File: config.mk
export PLATFORM = sky130hd
export DESIGN_NAME = text_console_ctrl_flat
export DESIGN_NICKNAME = d
export VERILOG_FILES = /design/src/rtl/console_pkg.sv /design/src/rtl/text_console_ctrl_if.sv /design/src/rtl/cursor_blink.sv /design/src/rtl/text_console_ctrl.sv /design/src/flat_wrapper.sv
export SDC_FILE = /design/constraint.sdc
export NUM_CORES = 1
export LEC_CHECK = 0
export ABC_AREA = 1
export CORE_MARGIN = 3
export CORE_UTILIZATION = 50
export CTS_BUF_LIST = sky130_fd_sc_hd__clkbuf_16
export DETAILED_ROUTE_END_ITERATION = 8
export DONT_BUFFER_PORTS = 1
export PLACE_DENSITY = 0.68
export SLEW_MARGIN = 20
export SYNTH_ARGS = -nofsm -noshare
export SYNTH_HDL_FRONTEND = slang
export SYNTH_SLANG_ARGS = --single-unit
File: constraint.sdc
create_clock -name clk_25M -period 2.1 [get_ports clk_25M]
set_input_delay 0.315 -clock clk_25M [delete_from_list [all_inputs] [get_ports clk_25M]]
set_output_delay 0.315 -clock clk_25M [all_outputs]
set_load 0.01 [all_outputs]
File: src/rtl/console_pkg.sv
// ---------------------------------------------------------------------------
// console_pkg
//   Shared definitions for the text console write-side controller:
//   controller state encoding, special character codes, the default
//   display geometry of the 640x480 text mode (8x16 glyphs), and the
//   derived cursor/address widths.
// ---------------------------------------------------------------------------
package console_pkg;

    typedef enum logic [1:0] {
        CS_CLEAR     = 2'd0,
        CS_IDLE      = 2'd1,
        CS_SCR_COPY  = 2'd2,
        CS_SCR_CLEAR = 2'd3
    } console_state_t;

    localparam logic [7:0] SPACE_CHAR = 8'h20;
    localparam logic [7:0] CH_LF      = 8'h0A;
    localparam logic [7:0] CH_CR      = 8'h0D;
    localparam logic [7:0] CH_BS      = 8'h08;
    localparam logic [7:0] CH_FF      = 8'h0C;

    localparam logic [7:0] PRINT_LO   = 8'h20;
    localparam logic [7:0] PRINT_HI   = 8'h7E;

    // Existing display constants: 640/8 columns, 480/16 rows.
    localparam int DISP_COLS = 80;
    localparam int DISP_ROWS = 30;

    localparam int ROW_W = $clog2(DISP_ROWS);
    localparam int COL_W = $clog2(DISP_COLS);

    function automatic logic isPrintable(input logic [7:0] code);
        return (code >= PRINT_LO) && (code <= PRINT_HI);
    endfunction

endpackage

File: src/rtl/text_console_ctrl_if.sv
// ---------------------------------------------------------------------------
// text_console_ctrl_if
//   Byte-stream valid/ready channel feeding the text console controller.
//   Signals:
//     ch_valid  source -> console  byte on ch_data is valid
//     ch_data   source -> console  ASCII byte
//     ch_ready  console -> source  console accepts a byte this cycle
//   Modports:
//     master  the byte source (CPU / UART)
//     slave   the console controller
// ---------------------------------------------------------------------------
interface text_console_ctrl_if #(
    parameter int ASCII_SIZE = 8
);
    logic                  ch_valid;
    logic [ASCII_SIZE-1:0] ch_data;
    logic                  ch_ready;

    modport master (
        output ch_valid,
        output ch_data,
        input  ch_ready
    );

    modport slave (
        input  ch_valid,
        input  ch_data,
        output ch_ready
    );
endinterface

File: src/rtl/cursor_blink.sv
// ---------------------------------------------------------------------------
// cursor_blink
//   Cursor blink timebase. Counts falling edges of vSync; after BLINK_FRAMES
//   of them the cursor visibility flips and the count restarts. A kick (an
//   accepted console byte) makes the cursor visible and restarts the count,
//   so the cursor never vanishes while text is streaming in.
//   Only built when CONSOLE_CURSOR_BLINK_EN is defined.
//   Ports:
//     clk_25M   in   pixel clock
//     rst       in   synchronous active-high reset
//     vSync     in   frame sync
//     kick      in   byte accepted this cycle
//     cursorOn  out  cursor visible
// ---------------------------------------------------------------------------
`ifdef CONSOLE_CURSOR_BLINK_EN
module cursor_blink #(
    parameter int BLINK_FRAMES = 32
) (
    input  logic clk_25M,
    input  logic rst,
    input  logic vSync,
    input  logic kick,
    output logic cursorOn
);
    localparam int CNT_W = $clog2(BLINK_FRAMES + 1);
    localparam logic [CNT_W-1:0] LAST_FRAME = CNT_W'(BLINK_FRAMES - 1);

    logic             vSyncD;
    logic [CNT_W-1:0] frameCnt;
    logic             vFall;

    assign vFall = vSyncD & ~vSync;

    always_ff @(posedge clk_25M) begin
        if (rst) begin
            vSyncD   <= 1'b0;
            frameCnt <= '0;
            cursorOn <= 1'b1;
        end else begin
            vSyncD <= vSync;
            // A kick wins over a coincident frame edge.
            if (kick) begin
                cursorOn <= 1'b1;
                frameCnt <= '0;
            end else if (vFall) begin
                if (frameCnt == LAST_FRAME) begin
                    cursorOn <= ~cursorOn;
                    frameCnt <= '0;
                end else begin
                    frameCnt <= frameCnt + 1'b1;
                end
            end
        end
    end
endmodule
`endif

File: src/rtl/text_console_ctrl.sv
// ---------------------------------------------------------------------------
// text_console_ctrl
//   Owns the write side of the text-mode character buffer scanned by the VGA
//   draw path. Accepts ASCII bytes, writes printable glyphs at the cursor,
//   handles LF/CR/BS/FF, and scrolls the screen in hardware (row copy up by
//   one, then blank the last row) when output runs off the bottom.
//
//   Optional feature: define CONSOLE_CURSOR_BLINK_EN to blink the cursor from
//   the vSync timebase; otherwise cursor_on is constantly 1 and vSync unused.
//
//   Ports:
//     clk_25M               in   pixel clock, rising edge
//     rst                   in   synchronous active-high reset
//     chIf (slave)          -    byte stream: ch_valid / ch_data / ch_ready
//     buf_we                out  buffer write enable
//     buf_wrow / buf_wcol   out  buffer write address
//     buf_wdata             out  buffer write data
//     buf_rrow / buf_rcol   out  buffer read address (scroll copy)
//     buf_rdata             in   buffer read data, one cycle after address
//     vSync                 in   frame sync (blink timebase)
//     cursor_row/cursor_col out  cursor position
//     cursor_on             out  cursor visible this frame
// ---------------------------------------------------------------------------
module text_console_ctrl
    import console_pkg::*;
#(
    parameter int ASCII_SIZE   = 8,
    parameter int CHARS_HORZ   = DISP_COLS,
    parameter int CHARS_VERT   = DISP_ROWS,
    parameter int BLINK_FRAMES = 32
) (
    input  logic                          clk_25M,
    input  logic                          rst,
    text_console_ctrl_if.slave            chIf,
    output logic                          buf_we,
    output logic [$clog2(CHARS_VERT)-1:0] buf_wrow,
    output logic [$clog2(CHARS_HORZ)-1:0] buf_wcol,
    output logic [ASCII_SIZE-1:0]         buf_wdata,
    output logic [$clog2(CHARS_VERT)-1:0] buf_rrow,
    output logic [$clog2(CHARS_HORZ)-1:0] buf_rcol,
    input  logic [ASCII_SIZE-1:0]         buf_rdata,
    input  logic                          vSync,
    output logic [$clog2(CHARS_VERT)-1:0] cursor_row,
    output logic [$clog2(CHARS_HORZ)-1:0] cursor_col,
    output logic                          cursor_on
);
    localparam int RW = $clog2(CHARS_VERT);
    localparam int CW = $clog2(CHARS_HORZ);

    localparam logic [RW-1:0] LAST_ROW      = RW'(CHARS_VERT - 1);
    localparam logic [CW-1:0] LAST_COL      = CW'(CHARS_HORZ - 1);
    localparam logic [RW-1:0] FIRST_SRC_ROW = RW'(1);
    localparam logic [ASCII_SIZE-1:0] BLANK = ASCII_SIZE'(SPACE_CHAR);

    localparam logic [1:0] CLEAR     = CS_CLEAR;
    localparam logic [1:0] IDLE      = CS_IDLE;
    localparam logic [1:0] SCR_COPY  = CS_SCR_COPY;
    localparam logic [1:0] SCR_CLEAR = CS_SCR_CLEAR;

    logic [1:0]    state;
    logic [RW-1:0] clrRow;
    logic [CW-1:0] clrCol;
    logic [RW-1:0] curRow;
    logic [CW-1:0] curCol;
    logic [RW-1:0] rdRow;
    logic [CW-1:0] rdCol;
    logic          rdDone;

    logic          vld_p1;
    logic [RW-1:0] wrRow_p1;
    logic [CW-1:0] wrCol_p1;

    logic          readyInt;
    logic          accept;
    logic [7:0]    code;
    logic          printable;
    logic          isLf;
    logic          isCr;
    logic          isBs;
    logic          isFf;
    logic          rowAdvance;

    // Reset gates the handshake and the write strobe combinationally so an
    // abort takes effect in the very cycle rst is high.
    assign readyInt   = !rst && (state == IDLE);
    assign accept     = chIf.ch_valid && readyInt;
    assign code       = 8'(chIf.ch_data);
    assign printable  = isPrintable(code);
    assign isLf       = (code == CH_LF);
    assign isCr       = (code == CH_CR);
    assign isBs       = (code == CH_BS);
    assign isFf       = (code == CH_FF);
    assign rowAdvance = accept && ((printable && (curCol == LAST_COL)) || isLf);

    assign chIf.ch_ready = readyInt;
    assign buf_rrow      = rdRow;
    assign buf_rcol      = rdCol;
    assign cursor_row    = curRow;
    assign cursor_col    = curCol;

    // Single write port mux: clear sweep, accepted glyph / backspace blank,
    // delayed scroll-copy write, or last-row blank.
    always_comb begin
        buf_we    = 1'b0;
        buf_wrow  = curRow;
        buf_wcol  = curCol;
        buf_wdata = BLANK;
        if (!rst) begin
            case (state)
                CLEAR: begin
                    buf_we   = 1'b1;
                    buf_wrow = clrRow;
                    buf_wcol = clrCol;
                end
                IDLE: begin
                    if (accept && printable) begin
                        buf_we    = 1'b1;
                        buf_wdata = chIf.ch_data;
                    end else if (accept && isBs && (curCol != '0)) begin
                        buf_we   = 1'b1;
                        buf_wcol = curCol - 1'b1;
                    end
                end
                SCR_COPY: begin
                    if (vld_p1) begin
                        buf_we    = 1'b1;
                        buf_wrow  = wrRow_p1;
                        buf_wcol  = wrCol_p1;
                        buf_wdata = buf_rdata;
                    end
                end
                SCR_CLEAR: begin
                    buf_we   = 1'b1;
                    buf_wrow = LAST_ROW;
                    buf_wcol = clrCol;
                end
                default: buf_we = 1'b0;
            endcase
        end
    end

    always_ff @(posedge clk_25M) begin
        if (rst) begin
            state  <= CLEAR;
            clrRow <= '0;
            clrCol <= '0;
            curRow <= '0;
            curCol <= '0;
            rdRow  <= '0;
            rdCol  <= '0;
            rdDone <= 1'b0;
            vld_p1 <= 1'b0;
        end else begin
            vld_p1 <= 1'b0;
            case (state)
                CLEAR: begin
                    if (clrCol == LAST_COL) begin
                        clrCol <= '0;
                        if (clrRow == LAST_ROW) begin
                            clrRow <= '0;
                            curRow <= '0;
                            curCol <= '0;
                            state  <= IDLE;
                        end else begin
                            clrRow <= clrRow + 1'b1;
                        end
                    end else begin
                        clrCol <= clrCol + 1'b1;
                    end
                end
                IDLE: begin
                    if (rowAdvance) begin
                        curCol <= '0;
                        if (curRow == LAST_ROW) begin
                            // Cursor stays on the bottom row; the screen moves.
                            rdRow  <= FIRST_SRC_ROW;
                            rdCol  <= '0;
                            rdDone <= 1'b0;
                            state  <= SCR_COPY;
                        end else begin
                            curRow <= curRow + 1'b1;
                        end
                    end else if (accept) begin
                        if (printable) begin
                            curCol <= curCol + 1'b1;
                        end else if (isCr) begin
                            curCol <= '0;
                        end else if (isBs) begin
                            if (curCol != '0) begin
                                curCol <= curCol - 1'b1;
                            end
                        end else if (isFf) begin
                            clrRow <= '0;
                            clrCol <= '0;
                            state  <= CLEAR;
                        end
                    end
                end
                SCR_COPY: begin
                    if (!rdDone) begin
                        vld_p1 <= 1'b1;
                        if (rdCol == LAST_COL) begin
                            rdCol <= '0;
                            if (rdRow == LAST_ROW) begin
                                rdDone <= 1'b1;
                            end else begin
                                rdRow <= rdRow + 1'b1;
                            end
                        end else begin
                            rdCol <= rdCol + 1'b1;
                        end
                    end else begin
                        // This cycle drains the final copy write.
                        rdRow  <= '0;
                        rdCol  <= '0;
                        clrCol <= '0;
                        state  <= SCR_CLEAR;
                    end
                end
                SCR_CLEAR: begin
                    if (clrCol == LAST_COL) begin
                        clrCol <= '0;
                        state  <= IDLE;
                    end else begin
                        clrCol <= clrCol + 1'b1;
                    end
                end
                default: state <= CLEAR;
            endcase
        end
    end

    // ---- read issue (p0) -> copy write (p1): destination is one row up ----
    always_ff @(posedge clk_25M) begin
        if ((state == SCR_COPY) && !rdDone) begin
            wrRow_p1 <= rdRow - 1'b1;
            wrCol_p1 <= rdCol;
        end
    end

`ifdef CONSOLE_CURSOR_BLINK_EN
    cursor_blink #(
        .BLINK_FRAMES(BLINK_FRAMES)
    ) uBlink (
        .clk_25M (clk_25M),
        .rst     (rst),
        .vSync   (vSync),
        .kick    (accept),
        .cursorOn(cursor_on)
    );
`else
    logic unusedBlinkInputs;
    assign unusedBlinkInputs = vSync ^ (BLINK_FRAMES == 0);
    assign cursor_on         = 1'b1;
`endif

endmodule

File: src/flat_wrapper.sv
// flat-port wrapper written by rule: the top's interface ports become plain ports
module text_console_ctrl_flat import console_pkg::*;
#(
    parameter int ASCII_SIZE   = 8,
    parameter int CHARS_HORZ   = DISP_COLS,
    parameter int CHARS_VERT   = DISP_ROWS,
    parameter int BLINK_FRAMES = 32
)
  (clk_25M, rst, buf_we, buf_wrow, buf_wcol, buf_wdata, buf_rrow, buf_rcol, buf_rdata, vSync, cursor_row, cursor_col, cursor_on, chIf_ch_valid, chIf_ch_data, chIf_ch_ready);
  text_console_ctrl_if #(.ASCII_SIZE(ASCII_SIZE)) chIf_i ();
  input  logic clk_25M;
  input  logic rst;
  output logic buf_we;
  output logic [$clog2(CHARS_VERT)-1:0] buf_wrow;
  output logic [$clog2(CHARS_HORZ)-1:0] buf_wcol;
  output logic [ASCII_SIZE-1:0] buf_wdata;
  output logic [$clog2(CHARS_VERT)-1:0] buf_rrow;
  output logic [$clog2(CHARS_HORZ)-1:0] buf_rcol;
  input  logic [ASCII_SIZE-1:0] buf_rdata;
  input  logic vSync;
  output logic [$clog2(CHARS_VERT)-1:0] cursor_row;
  output logic [$clog2(CHARS_HORZ)-1:0] cursor_col;
  output logic cursor_on;
  input wire logic [$bits(chIf_i.ch_valid)-1:0] chIf_ch_valid;
  input wire logic [$bits(chIf_i.ch_data)-1:0] chIf_ch_data;
  output wire logic [$bits(chIf_i.ch_ready)-1:0] chIf_ch_ready;
  assign chIf_i.ch_valid = chIf_ch_valid;
  assign chIf_i.ch_data = chIf_ch_data;
  assign chIf_ch_ready = chIf_i.ch_ready;
  text_console_ctrl #(.ASCII_SIZE(ASCII_SIZE), .CHARS_HORZ(CHARS_HORZ), .CHARS_VERT(CHARS_VERT), .BLINK_FRAMES(BLINK_FRAMES)) u_core (.clk_25M(clk_25M), .rst(rst), .chIf(chIf_i), .buf_we(buf_we), .buf_wrow(buf_wrow), .buf_wcol(buf_wcol), .buf_wdata(buf_wdata), .buf_rrow(buf_rrow), .buf_rcol(buf_rcol), .buf_rdata(buf_rdata), .vSync(vSync), .cursor_row(cursor_row), .cursor_col(cursor_col), .cursor_on(cursor_on));
endmodule
## Word-level counts from Yosys, hierarchy flattened

Cells that the tools add are included.

| storage, ports and cells | value |
|---|---|
| register bits after elaboration | 52 |
| input port bits | 20 |
| output and inout bits | 47 |
| word-level logic and storage cells | 162 |

| cells by class | value |
|---|---|
| $add $sub $neg | 8 |
| $lt $le $gt $ge | 2 |
| eq/ne operators | 36 |
| multiplexer cells | 79 |
| bitwise logic cells | 1 |
| reduce and logical (&&, ||, !) cells | 25 |

Operators with widths:

| kind | number |
|---|---|
| 7-bit 2-to-1 mux | 24 |
| 5-bit 2-to-1 mux | 19 |
| 7-bit one-hot mux with 3 select lines | 2 |
| 8-bit by 4-bit == test with 1-bit output, second input constant | 4 |
| 5-bit one-hot mux with 2 select lines | 3 |
| 7-bit one-hot mux with 2 select lines | 2 |
| 8-bit 2-to-1 mux | 3 |
| 2-bit 2-to-1 mux | 11 |
| 7-bit by 1-bit adder with 7-bit output, second input constant | 3 |
| 7-bit == test, second input constant | 3 |
| 8-bit one-hot mux with 2 select lines | 1 |
| 5-bit by 1-bit adder with 5-bit output, second input constant | 3 |
| 5-bit == test, second input constant | 3 |
| 5-bit one-hot mux with 3 select lines | 1 |
| 2-bit by 1-bit inequality test with 1-bit output, second input constant | 7 |
| 2-bit inequality test, second input constant | 6 |
| 3-bit inequality test, second input constant | 4 |
| 1-bit 2-to-1 mux | 10 |
| 10-bit AND reduction | 1 |
| 5-bit AND reduction | 2 |
| 1-bit logical AND | 9 |
| 3-bit by 1-bit inequality test with 1-bit output, second input constant | 3 |
| 8-bit by 6-bit >= comparator with 1-bit output, second input constant | 1 |
| 8-bit by 7-bit less-or-equal comparator with 1-bit output, second input constant | 1 |
| 21 further kinds | 25 |

## Longest topological paths before layout

Gate-level depths: netlist of the first run.

| depth | value |
|---|---|
| word-level depth | 9 |
| depth in mapped cells | 12 |
| depth with buffers taken out | 11 |

## Worst setup path after synthesis of the first run

OpenSTA, ideal clock, no wires.

| timing path | value |
|---|---|
| kind | flip-flop to flip-flop |
| start point | reg u_core.state[0] |
| end point | reg u_core.rdRow[1], in the netlist u_core.buf_rrow[1] |
| data arrival time | 2.026 ns |
| data required time | 1.972 ns |
| setup slack | -0.054 ns |
| stages on the path, launching flop included | 10 |
| cell sequence | dfxtp_1 > inv_1 > ha_1 > inv_1 > nor2_1 > o21ai_2 > nand3_1 > nand2_1 > o21ai_0 > nor2_1 |

| on the way | value |
|---|---|
| cells in the longest elaborated chain, start to end | 6 |
| elaborated cells on any way between the ends | 12 |
| classes of those cells | eq/ne: 6; mux: 1; reduce/logical: 5 |

Ends and longest elaborated chain:

| what | RTL line | source |
|---|---|---|
| start: declaration | text_console_ctrl.sv:60 | `logic [1:0] state;` |
| start signal: assignment | text_console_ctrl.sv:144 | `state <= CLEAR;` |
| start signal: assignment | text_console_ctrl.sv:163 | `state <= IDLE;` |
| start signal: assignment | text_console_ctrl.sv:179 | `state <= SCR_COPY;` |
| 2-bit by 1-bit == test with 1-bit output | text_console_ctrl.sv:85, text_console_ctrl.sv:155 |  |
| 1-bit logical AND | text_console_ctrl.sv:85 | `assign readyInt = !rst && (state == IDLE);` |
| 1-bit logical AND | text_console_ctrl.sv:86 | `assign accept = chIf.ch_valid && readyInt;` |
| 1-bit logical AND | text_console_ctrl.sv:93 | `assign rowAdvance = accept && ((printable && (curCol == LAST_COL)) \|\| isLf);` |
| 2-bit by 1-bit inequality test with 1-bit output (no line) | -- |  |
| 5-bit AND reduction (no line) | -- |  |
| end signal: assignment | text_console_ctrl.sv:207 | `rdRow <= rdRow + 1'b1;` |
| end: declaration | text_console_ctrl.sv:65 | `logic [RW-1:0] rdRow;` |

Parallel ways exist; a longest one is shown, timed or not.
A chain may end at the register's enable or synchronous reset.

## Worst setup path after layout of the first run

| timing path | value |
|---|---|
| start point | reg u_core.curCol[0], in the netlist u_core.cursor_col[0] |
| end point | out buf_wcol[6] |

| on the way | value |
|---|---|
| cells in the longest elaborated chain, start to end | 6 |
| elaborated cells on any way between the ends | 7 |
| classes of those cells | add/sub: 1; mux: 4; reduce/logical: 2 |

Ends and longest elaborated chain:

| what | RTL line | source |
|---|---|---|
| start: declaration | text_console_ctrl.sv:64 | `logic [CW-1:0] curCol;` |
| start signal: assignment | text_console_ctrl.sv:185 | `curCol <= curCol + 1'b1;` |
| start signal: assignment | text_console_ctrl.sv:190 | `curCol <= curCol - 1'b1;` |
| parallel branches: the longest is 2 deep, another holds 7-bit by 1-bit subtractor with 7-bit output | -- |  |
| 7-bit 2-to-1 mux (*) | text_console_ctrl.sv:119 | `end else if (accept && isBs && (curCol != '0)) begin` |
| 7-bit 2-to-1 mux (*) | text_console_ctrl.sv:116 | `if (accept && printable) begin` |
| 7-bit one-hot mux with 3 select lines (*) | text_console_ctrl.sv:109 | `case (state)` |
| 7-bit 2-to-1 mux (*) | text_console_ctrl.sv:108 | `if (!rst) begin` |
| end: declaration | flat_wrapper.sv:15 | `output logic [$clog2(CHARS_HORZ)-1:0] buf_wcol;` |

Every way passes the cells marked *.

==> flow_metrics.py, run 1 <==
metrics = {
    "critical_path": {
        "path_delay_family": "simple AND/OR/NAND/NOR gates",
        "worstPathRequired_ns": 1.78,
        "path_class": "reg -> out",
        "r2r_slack_ns": 0.08,
        "crit_path_start_kind": "flip-flop",
        "critPathMaxStageDelay_ns": 0.36,
        "arrival_ns": 1.74,
        "critical_path.slowest_cell": "dfxtp_4",
        "path_cells": "inv_4 > buf_4 > ha_1 > nand4_1 > nand2_1 > nand4_1 > nand3_1 > o221ai_2",
        "critPathBufInv": 2,
        "path_max_fanout": 5,
        "cpMostUsedCell": "nand4_1",
        "critPathCaptureType": "primary output",
    },
    "route": {
        "totalWireLength_mm": 11.2,
        "wl_per_cell_um": 15.2,
        "vias": 4140,
        "drc": 0,
        "final_antenna_net_count": 0,
        "drt_pre_antenna_iters": 5,
        "drt-initial-drc-count": 274,
        "vias_per_cell": 5.63,
    },
    "layout": {
        "final_util_pct": 63.9,
        "nNetsFinal": 672,
        "drive_above_1_share_pct": 21.7,
        "area_delta_synth_final_pct": 21.7,
        "num_antenna_cells": 0,
    },
    "sta": {
        "hold_viol": 0,
        "rsz0062_at_grt": "true",
        "finalCriticalPeriod_ns": 2.06,
        "skew_ns": 0.00551,
        "slew_violations": 0,
        "holdWs_ns": 0.0724,
        "tns_ns": 0,
        "period_share_pct": 98.0,
        "setup_viol": 0,
        "max_freq_ghz": 0.486,
    },
    "global_route": {
        "grtUsageTotal_pct": 24.4,
        "gr-usage-met1_pct": 30.9,
        "grt_use_met3_pct": 6.33,
        "grt_pass1_vias": 3758,
        "grt_max_degree": 30,
        "grt_use_met2_pct": 40.6,
        "grt-ovfl-total": 0,
        "grt.busiest_layer": "met2",
        "grt_antenna_before_repair": 1,
        "grt_first_pass_wirelength_mm": 17.5,
    },
    "floorplan": {
        "start_util_pct": 52.6,
        "rows": 31,
        "io_pins": 67,
        "dieHeight_um": 94.2,
        "die-area_um2": 8880,
        "core_um2": 7410,
        "die_x_um": 94.2,
    },
    "outcome": {
        "outcome": "finished, final reports clean",
    },
    "yosys": {
        "synthAdderAreaFrac_pct": 5.46,
        "synth.avg_cell_area_um2": 6.64,
        "muxShareOfSynthArea_pct": 0,
        "yosysSeqAreaShare_pct": 29.8,
        "ys_seq_elements": 52,
        "synth_top_family_by_area": "simple AND/OR/NAND/NOR gates",
        "syn_inst": 586,
        "synth_top_cell_area_share_pct": 20.6,
        "yosysTopAreaCell": "dfxtp_1",
        "yosys_warnings": 0,
        "synth_compound_area_share_pct": 15.4,
        "synth_xor_area_share_pct": 3.82,
        "synth_nets": 623,
        "synth_cell_types": 41,
        "synth_simple_gate_area_share_pct": 36.5,
        "synth_area_um2": 3890,
        "netlist_top_cells_area": "dfxtp_1 21%, nand2_1 13%, edfxtp_1 9.3%",
    },
    "pwr": {
        "ir_drop_v": 0.000275,
        "seq_power_share_pct": 51.6,
        "clockPowerShare_pct": 42.5,
        "power.leakage_nw": 1.87,
        "combPwrFrac_pct": 5.9,
        "power.density_nw_per_um2": 419,
        "power_switching_mw": 0.477,
        "swShare_pct": 24.1,
        "finalPower_mw": 1.98,
        "p_int_mw": 1.51,
    },
    "min_path": {
        "hp-class": "in -> reg",
    },
    "clocking": {
        "numCtsBuffers": 5,
        "cts_buffer_depth": 2,
        "clock-sinks": 52,
        "cts_root_buffer": "clkbuf_16",
        "htree_levels": 2,
        "path_clk_slew_ns": 0.07,
        "tritoncts": "done",
        "clk_latency_ns": 0.30,
    },
    "run": {
        "maxCapViolCount": 0,
    },
    "placement": {
        "place.gp.congestion": 0.906,
        "dp_hpwl_mm": 7.89,
        "port_buffers": 0,
    },
}
-- layout by cell type, fill, tap and decap left out, drive strengths merged, types with 9 or more instances in the layout --
master / n
xor2: 13
buf: 60
edfxtp: 12
nor3: 14
dfxtp: 40
a21oi: 40
nand4: 12
o21ai: 36
nor2: 80
nand3: 66
nand2: 140
a22oi: 9
inv: 65
ha: 17
-- power by group through the flow --
stage          combinational (mW)  clock, mW  sequential, mW
2_1_floorplan              0.0901          0            1.05
3_3_place_gp                0.106          0            1.05
3_5_place_dp                0.107          0            1.05
4_1_cts                     0.111      0.851            1.03
5_1_grt                     0.129      0.883            1.02
6_report                    0.117      0.844            1.02
-- final timing paths --
check                                 endpoint                              start  depth (start not counted)
min            u_core.buf_rcol[6]$_SDFFE_PP0P_                                rst                          1
max                                buf_wcol[6]  u_core.cursor_col[0]$_SDFFE_PP0P_                          8
max reg2reg  u_core.cursor_col[6]$_SDFFE_PP0P_  u_core.cursor_col[1]$_SDFFE_PP0P_                         11
min reg2reg      u_core.clrRow[1]$_SDFFE_PP0P_      u_core.clrRow[1]$_SDFFE_PP0P_                          2
-- cell families (layout without fill, tap and decap cells) --
kind of cell	after synthesis	after routing
XOR/XNOR	17	17
adder cells (fa/ha/maj)	17	17
flip-flops	52	52
AO/OA/AOI/OAI	102	102
other	1	1
AND/OR/NAND/NOR	314	315
buffers and inverters	83	132
-- synth_stat cells, drive strengths merged --
master  number
a21oi       40
o221ai       5
conb         1
xor2        13
nor2        79
a21boi       1
or2          1
nand3b       1
a22oi        9
o21a         1
a31oi        5
clkbuf       9
o211ai       3
nand4       12
edfxtp      12
xnor2        4
o22ai        1
dfxtp       40
nand2      140
buf         10
nor4         1
ha          17
a32oi        1
nor3        14
nand3       66
o21ai       36
inv         64
-- through the flow --
stage	instance area (um^2)	std cells	worst slack, ns
floorplan	3900	586	0.167
global placement	4220	707	0.0761
detailed placement	4220	707	0.0121
CTS	4490	722	0.0119
global route	4740	735	-0.0559
finish	4740	735	0.0420
-- sequential cells by signal, summed over array words and instances (netlist names), 2 cells and up --
signal and flops:
u_core.wrCol_p1 7, u_core.cursor_col 7, u_core.wrRow_p1 5, u_core.cursor_row 5, u_core.clrCol 7, u_core.state 2
u_core.clrRow 5, u_core.buf_rcol 7, u_core.buf_rrow 5
-- what timing repair did --
item,4_1_cts,5_1_grt
buffers inserted,7,11
hold buffers,0,0
pin swaps,4,17
endpoints found under the setup margin,21,50
resized for setup,27,43
gates cloned,0,2
endpoints found under the hold margin,0,0
-- layer usage --
layer | share of wire (%) | routed length [um]
met1 | 43 | 4820
met2 | 47 | 5240
met3 | 7.8 | 869
met4 | 2.1 | 233
met5 | 0.063 | 7
-- area by class of cell --
type | instances | area [um^2]
multi-input combinational | 452 | 2560
clock buffer | 5 | 125
fill | 664 | 2670
timing repair buffer | 60 | 474
inverter | 64 | 250
sequential | 52 | 1180
tap | 99 | 124
clock inverter | 3 | 21.3
Power figures use the tool's default switching activity.
==> inputs of run 2 (changes only) <==
Settings changed: SETUP_SLACK_MARGIN from default to 0.5.
==> run 2 against run 1 <==
  * The run now ends with negative setup slack left
  * Utilization rose by 4.8 points
  * Clock-buffer cell count did not move
  * Power rose by 1.2%
  * Global-route usage rose by 1.6 points
  * Routed wire length rose by 10%
  * Highest routed layer unchanged
  * Flip-flop and latch count did not move
  * Combinational power rose by 21%
  * Register-to-register slack improved by 0.05 ns
  * First-iteration DRC count rose by 17%
  * Final area rose by 7.5%
  * Sequential share of layout area fell by 1.6 points
==> flow_metrics.py, run 2 (synthesis results as in run 1) <==
metrics = {
    "global_route": {
        "grt_max_degree": 30,
        "grtUsageTotal_pct": 26.0,
        "grt_antenna_before_repair": 1,
        "grt_pass1_vias": 3854,
        "grt-ovfl-total": 0,
        "grt_first_pass_wirelength_mm": 18.5,
    },
    "sta": {
        "setup_viol": 6,
        "slew_violations": 0,
        "worstMarginPinSlew_ns": 0.501,
        "finalCriticalPeriod_ns": 2.14,
        "skew_ns": 0.00751,
        "max_freq_ghz": 0.467,
        "maxSlewHeadroom_pct": 66.6,
        "rsz0062_at_grt": "true",
        "holdWs_ns": 0.0839,
        "hold_viol": 0,
        "period_share_pct": 102,
        "fin_ws_ns": -0.0394,
    },
    "layout": {
        "final_common_cell": "nand2_1",
        "mostFrequentLayoutCells": "122 x nand2_1, 61 x nor2_1, 53 x nand3_1",
        "nNetsFinal": 671,
        "area_delta_synth_final_pct": 30.8,
        "final-instance-count-excl-fill": 734,
        "num_antenna_cells": 0,
        "drive_above_1_share_pct": 29.1,
        "final_util_pct": 68.8,
    },
    "floorplan": {
        "die-area_um2": 8880,
        "dieHeight_um": 94.2,
        "die_x_um": 94.2,
        "start_util_pct": 52.6,
        "core_um2": 7410,
        "rows": 31,
        "io_pins": 67,
    },
    "placement": {
        "dp_slack_ns": 0.119,
        "place.gp.congestion": 0.915,
        "dp_hpwl_mm": 7.88,
        "placedCellCount": 689,
        "port_buffers": 0,
    },
    "critical_path": {
        "critical_path.slowest_cell": "dfxtp_4",
        "critPathCaptureType": "primary output",
        "path_cells": "inv_4 > ha_4 > nand4_1 > inv_2 > nor2_4 > nand2_4 > buf_6 > nand2_2 > nand3_2 > o221ai_2",
        "critPathLaunch": "u_core.cursor_col[1]$_SDFFE_PP0P_",
        "arrival_ns": 1.82,
        "critPathBufInv": 3,
        "critPathMaxStageDelay_ns": 0.43,
        "crit_path_start_kind": "flip-flop",
        "path_max_fanout": 7,
        "r2r_slack_ns": 0.13,
        "worstPathRequired_ns": 1.78,
        "reg2reg_from": "u_core.state[1]$_SDFFE_PP0P_",
        "path_class": "reg -> out",
        "path_delay_family": "simple AND/OR/NAND/NOR gates",
    },
    "route": {
        "drt_pre_antenna_iters": 5,
        "final_antenna_net_count": 0,
        "vias": 4338,
        "drt-initial-drc-count": 321,
        "totalWireLength_mm": 12.3,
        "drc": 0,
        "wl_per_cell_um": 16.7,
        "vias_per_cell": 5.91,
    },
    "run": {
        "maxCapViolCount": 0,
    },
    "clocking": {
        "hold_buffers": 0,
        "numCtsBuffers": 5,
        "path_clk_slew_ns": 0.08,
        "cts_root_buffer": "clkbuf_16",
        "tritoncts": "done",
        "clk_latency_ns": 0.29,
        "clock-sinks": 52,
        "cts_buffer_depth": 2,
        "htree_levels": 2,
    },
    "pwr": {
        "power.density_nw_per_um2": 394,
        "power.leakage_nw": 1.93,
        "ir_drop_v": 0.000316,
        "finalPower_mw": 2.01,
    },
    "min_path": {
        "holdCritStartpoint": "rst",
        "hp-class": "in -> reg",
    },
    "outcome": {
        "outcome": "finished with violations",
        "violations": "negative setup slack",
    },
}
==> run 2: path summary, 6_finish.rpt <==
check | end | cells after the start
worst max register to register | u_core.buf_rrow[1]$_SDFFE_PP0P_ | 12
worst min register to register | u_core.clrRow[1]$_SDFFE_PP0P_ | 2
worst max-delay path | buf_wcol[6] | 10
worst min-delay path | u_core.clrCol[2]$_SDFFE_PP0P_ | 1
==> run 2: final cells by class <==
| cell class | instances | area [um^2] |
|---|---|---|
| clock buffers | 5 | 125 |
| clock inverters | 3 | 18.8 |
| fillers | 625 | 2310 |
| inverters | 64 | 288 |
| multi-input cells | 453 | 2850 |
| flip-flops and latches | 52 | 1180 |
| well taps | 99 | 124 |
| repair buffers | 58 | 510 |
==> run 2: where the power goes <==
| part | total, mW | internal (mW) | leakage [nW] | switching (mW) |
|---|---|---|---|---|
| clock network | 0.842 | 0.442 | 0.0755 | 0.400 |
| logic | 0.142 | 0.0552 | 1.43 | 0.0869 |
| registers | 1.02 | 1.02 | 0.430 | 0.00575 |
==> run 2: worst register-to-register path, stage by stage, from the launching register on <==
cell and delay, ns:
dfxtp_4 0.36, inv_4 0.08, ha_4 0.19, nand2_8 0.08, nor2_4 0.17, buf_4 0.18
nand4_4 0.12, nand3_4 0.16, buf_12 0.13, buf_4 0.11, nand3_4 0.08, o21ai_1 0.15
nor2_1 0.05
==> run 2: repair_timing <==
item | CTS | global route
setup buffers | 26 | 9
pin swaps | 28 | 18
setup endpoints to repair | 60 | 67
cloned | 2 | 0
resized for setup | 87 | 22
==> run 2: layer usage <==
layer / up-vias / wire length [um] / track usage, %
li1: 2053 / - / -
met2: 225 / 5940 / 45.7
met3: 46 / 953 / 4.73
met4: 2 / 382 / 7.94
met1: 2012 / 5010 / 32.1
met5: - / 7 / 0
==> run 2: metrics by stage <==
stage | TNS, ns | cell area, um^2
floorplan | 0 | 4100
global placement | 0 | 4260
detailed placement | 0 | 4260
CTS | 0 | 4910
global route | -0.540 | 5090
finish | -0.122 | 5090
